--- src/rtl/imm_gen_pipe.sv ---
`default_nettype none
// ============================================================================
// Module   : imm_gen_pipe
// Purpose  : Handshaked RV immediate generator with a 2-entry skid buffer.
//            Optional CSR-immediate decode enabled by macro ZICSR_IMM_EN.
// Revision : 1.0 - initial release
// ============================================================================
module imm_gen_pipe #(
  parameter int XLEN = 32,
  parameter int PC_W = 32
) (
  input  logic            clk,
  input  logic            reset,
  input  logic            flush,
  input  logic            in_valid,
  output logic            in_ready,
  input  logic [31:0]     in_inst,
  input  logic [PC_W-1:0] in_pc,
  output logic            out_valid,
  input  logic            out_ready,
  output logic [XLEN-1:0] out_imm,
  output logic [2:0]      out_fmt,
  output logic            out_illegal,
  output logic [PC_W-1:0] out_pc
);

  localparam logic [2:0] c_fmt_none  = 3'd0;
  localparam logic [2:0] c_fmt_i     = 3'd1;
  localparam logic [2:0] c_fmt_s     = 3'd2;
  localparam logic [2:0] c_fmt_b     = 3'd3;
  localparam logic [2:0] c_fmt_u     = 3'd4;
  localparam logic [2:0] c_fmt_j     = 3'd5;
  localparam logic [2:0] c_fmt_shamt = 3'd6;
`ifdef ZICSR_IMM_EN
  localparam logic [2:0] c_fmt_csr   = 3'd7;
`endif

  logic [6:0]      w_opcode;
  logic [2:0]      w_funct3;
  logic [XLEN-1:0] w_imm;
  logic [2:0]      w_fmt;
  logic            w_ill;
  logic            w_push;
  logic            w_pop;

  logic [XLEN-1:0] r_imm [2];
  logic [2:0]      r_fmt [2];
  logic            r_ill [2];
  logic [PC_W-1:0] r_pc  [2];
  logic [1:0]      r_count;
  logic            r_wr;
  logic            r_rd;

  assign w_opcode = in_inst[6:0];
  assign w_funct3 = in_inst[14:12];

  always_comb begin
    w_imm = '0;
    w_fmt = c_fmt_none;
    w_ill = 1'b0;
    case (w_opcode)
      7'b0000011, 7'b1100111: begin
        w_imm = XLEN'($signed(in_inst[31:20]));
        w_fmt = c_fmt_i;
      end
      7'b0010011: begin
        if (w_funct3 == 3'b001 || w_funct3 == 3'b101) begin
          // shift amount is 6 bits wide only on RV64
          if (XLEN == 64) w_imm = XLEN'(in_inst[25:20]);
          else            w_imm = XLEN'(in_inst[24:20]);
          w_fmt = c_fmt_shamt;
        end else begin
          w_imm = XLEN'($signed(in_inst[31:20]));
          w_fmt = c_fmt_i;
        end
      end
      7'b0100011: begin
        w_imm = XLEN'($signed({in_inst[31:25], in_inst[11:7]}));
        w_fmt = c_fmt_s;
      end
      7'b1100011: begin
        w_imm = XLEN'($signed({in_inst[31], in_inst[7], in_inst[30:25], in_inst[11:8], 1'b0}));
        w_fmt = c_fmt_b;
      end
      7'b1101111: begin
        w_imm = XLEN'($signed({in_inst[31], in_inst[19:12], in_inst[20], in_inst[30:21], 1'b0}));
        w_fmt = c_fmt_j;
      end
      7'b0110111, 7'b0010111: begin
        w_imm = XLEN'($signed({in_inst[31:12], 12'b0}));
        w_fmt = c_fmt_u;
      end
      7'b0001111: begin
        w_ill = 1'b0;
      end
`ifdef ZICSR_IMM_EN
      7'b1110011: begin
        if (w_funct3[2]) begin
          w_imm = XLEN'(in_inst[19:15]);
          w_fmt = c_fmt_csr;
        end
      end
`endif
      default: begin
        w_ill = 1'b1;
      end
    endcase
  end

  assign in_ready  = (r_count != 2'd2);
  assign out_valid = (r_count != 2'd0);
  assign w_push    = in_valid & in_ready;
  assign w_pop     = out_valid & out_ready;

  always_ff @(posedge clk or posedge reset) begin
    if (reset) begin
      r_count <= 2'd0;
      r_wr    <= 1'b0;
      r_rd    <= 1'b0;
      for (int i = 0; i < 2; i++) begin
        r_imm[i] <= '0;
        r_fmt[i] <= '0;
        r_ill[i] <= 1'b0;
        r_pc[i]  <= '0;
      end
    end else if (flush) begin
      r_count <= 2'd0;
      r_wr    <= 1'b0;
      r_rd    <= 1'b0;
    end else begin
      if (w_push) begin
        r_imm[r_wr] <= w_imm;
        r_fmt[r_wr] <= w_fmt;
        r_ill[r_wr] <= w_ill;
        r_pc[r_wr]  <= in_pc;
        r_wr        <= ~r_wr;
      end
      if (w_pop) r_rd <= ~r_rd;
      case ({w_push, w_pop})
        2'b10:   r_count <= r_count + 2'd1;
        2'b01:   r_count <= r_count - 2'd1;
        default: r_count <= r_count;
      endcase
    end
  end

  // head entry drives the outputs straight from storage
  assign out_imm     = r_imm[r_rd];
  assign out_fmt     = r_fmt[r_rd];
  assign out_illegal = r_ill[r_rd];
  assign out_pc      = r_pc[r_rd];

endmodule
`default_nettype wire
--- config.mk ---
export PLATFORM = sky130hd
export DESIGN_NAME = imm_gen_pipe
export DESIGN_NICKNAME = d
export VERILOG_FILES = /design/src/rtl/imm_gen_pipe.sv
export SDC_FILE = /design/constraint.sdc
export NUM_CORES = 1
export LEC_CHECK = 0
export CAP_MARGIN = 20
export CORE_MARGIN = 1
export CORE_UTILIZATION = 30
export DETAILED_ROUTE_END_ITERATION = 12
export HOLD_SLACK_MARGIN = 0.08
export PLACE_DENSITY = 0.57
export SYNTH_ARGS = -nofsm -noshare
export SYNTH_HDL_FRONTEND = slang
export SYNTH_SLANG_ARGS = --single-unit
export TNS_END_PERCENT = 50
--- constraint.sdc ---
create_clock -name clk -period 5.3 [get_ports clk]
set_clock_uncertainty 0.05 [all_clocks]
set_input_delay 1.06 -clock clk [delete_from_list [all_inputs] [get_ports clk]]
set_output_delay 1.06 -clock clk [all_outputs]
set_load 0.05 [all_outputs]
==> qor.yml <==
run_status:
  status: "finished clean"
sta:
  finalHoldViolCount: 0
  relSlewSlack_pct: 34.3
  worst_pin_slew_ns: 0.986
  drv_slew: 0
  max_freq_mhz: 265
  period_minus_slack_ns: 3.77
  rsz0062_at_grt: "no"
  finalWorstSetupSlack_ns: 1.53
  tns_ns: 0
  finalCritPeriodShare_pct: 71.2
  worst_hold_slack_ns: 0.419
  setup_viol: 0
place:
  gp_congestion: 0.774
  port_buffers: 138
  pre_cts_ws_ns: 1.87
  placed_area_um2: 8120
  hpwl_mm: 11.3
  dp_cells: 1040
finish:
  stdcell_area_um2: 8710
  postLayoutCoreUtil_pct: 41.3
  finalNonFillerCells: 1072
  drive_gt1_share_pct: 16.2
  antenna_cells: 0
  syn2layout_area_growth_pct: 34.8
  nNetsFinal: 853
synth:
  synth_top_flop_cell: "dfrtp_1"
  ys_types: 46
  synth_nets: 728
  avgSynthCellArea_um2: 9.80
  async_reset_ff_share_pct: 100
  synth-edff-count: 0
  synthTopCellsByArea: "dfrtp_1, nand2_1, mux2_2"
  synthCells: 659
  synth.top_cell.area_share_pct: 54.3
  yosysSeqAreaShare_pct: 54.3
  synth-seq-cells: 140
  yosysMostFrequentCell: "nand2_1"
  synth_area_um2: 6460
  synth_top_area_cell: "dfrtp_1"
  synth_commonest_cells: "nand2_1, dfrtp_1, mux2_2"
  synth_warnings: 0
detailed_routing:
  post_drt_via_cell_ratio: 4.77
  dr.pass1.iters: 4
  drt_iter0_drc: 239
  vias: 5113
  ant_nets: 0
  routed_wl_mm: 17.4
  avgRoutedWirePerCell_um: 16.3
  post-route-drc-count: 0
critical_path:
  cp_max_fo: 69
  cp-end-kind: "output pin"
  worstPathArrival_ns: 2.66
  setup.worst_path.class: "reg -> out"
  startpoint_type: "flip-flop"
  required_ns: 4.19
floorplan:
  die_w_um: 149
  die_h_um: 149
  initial_utilization_pct: 30.6
  io_pins: 139
  rows: 53
  dieArea_um2: 22100
  core_area_um2: 21100
hold_path:
  min_path_type: "reg -> reg"
pwr:
  irDropWorstVdd_v: 0.000206
  leakage_nw: 3.90
  power.density_nw_per_um2: 401
  total_power_mw: 3.49
global_route:
  grt_max_degree: 91
  grt_first_pass_wirelength_mm: 27.8
  antenna_found_initial: 0
  grt-ovfl-total: 0
  grt_pass1_vias: 5092
  grt_use_total_pct: 16.4
cts:
  clockRootBuffer: "clkbuf_16"
  htree_levels: 4
  numCtsBuffers: 17
  post-cts-setup-buffers: 0
  post_cts_resized: 0
  cts_tree: "done"
  clk-insertion-delay-late_ns: 0.42
  hold_buffers: 0
  clock_sinks: 140
  clockBufferDepth: 2
  clkSlewWorstSetupHoldPaths_ns: 0.06
flow_run:
  cap_violations: 0
## final timing paths
check | to | slack (ns) | cells after the start | start
min | r_pc[40]$_DFFE_PP0P_ | 0.42 | 2 | r_pc[40]$_DFFE_PP0P_
min in group asynchronous | r_pc[44]$_DFFE_PP0P_ | 1.14 | 2 | reset
max reg2reg | r_imm[13]$_DFFE_PP0P_ | 2.96 | 5 | r_count[0]$_DFFE_PP0P_
min reg2reg | r_pc[40]$_DFFE_PP0P_ | 0.42 | 2 | r_pc[40]$_DFFE_PP0P_
max | out_imm[18] | 1.53 | 2 | r_rd$_DFFE_PP0P_
max in group asynchronous | r_imm[9]$_DFFE_PP0P_ | 3.14 | 3 | reset
## critical path, cell delays in order, from the launching register on
cell and delay [ns]:
dfrtp_4 1.07, mux2_2 0.43, clkdlybuf4s50_1 0.71
## layout by cell type (no fill, tap or decap), types with 4 or more instances in the layout
cell	Yosys	final
a21oi_1	25	25
a221o_1	16	16
a22oi_1	4	4
a31oi_1	4	4
buf_4	1	10
clkbuf_16	0	17
clkdlybuf4s50_1	0	138
dfrtp_1	140	139
inv_6	0	4
mux2_2	76	76
nand2_1	244	244
nand2b_1	5	5
nand4b_1	4	4
nor2_1	31	31
o21ai_0	24	24
## sequential cells by signal (all words and copies together), names as in the netlist
signal,flops
r_rd,1
r_ill,2
r_fmt,6
r_pc,64
r_count,2
r_imm,64
r_wr,1
## routing by layer
metal	routed length [um]	track usage, %
met3	932	3.71
met5	0	0
met4	271	5.26
met2	8010	25.6
met1	8220	22.5
## power by group
| group | internal [mW] | switching (mW) | total [mW] |
|---|---|---|---|
| clock | 0.709 | 0.477 | 1.19 |
| combinational | 0.370 | 0.567 | 0.936 |
| sequential | 1.25 | 0.114 | 1.37 |
## cell families (layout without fill, tap and decap cells)
kind of cell / count (synthesis) / after routing / synth area share, %
multiplexers: 77 / 77 / 13.4
buffers and inverters: 43 / 181 / 2.87
AO/OA/AOI/OAI: 87 / 87 / 8.88
flip-flops: 140 / 140 / 54.3
XOR/XNOR: 2 / 2 / 0.271
AND/OR/NAND/NOR: 310 / 310 / 20.3
## layout make-up
class	instances	area (um^2)
Clock buffer	20	447
Multi-Input combinational cell	476	2810
Timing Repair Buffer	148	1460
Inverter	1	8.76
Clock inverter	12	136
Fill cell	2072	12400
Tap cell	275	344
Sequential cell	140	3510
No activity file was read; power rests on OpenSTA's default activity.
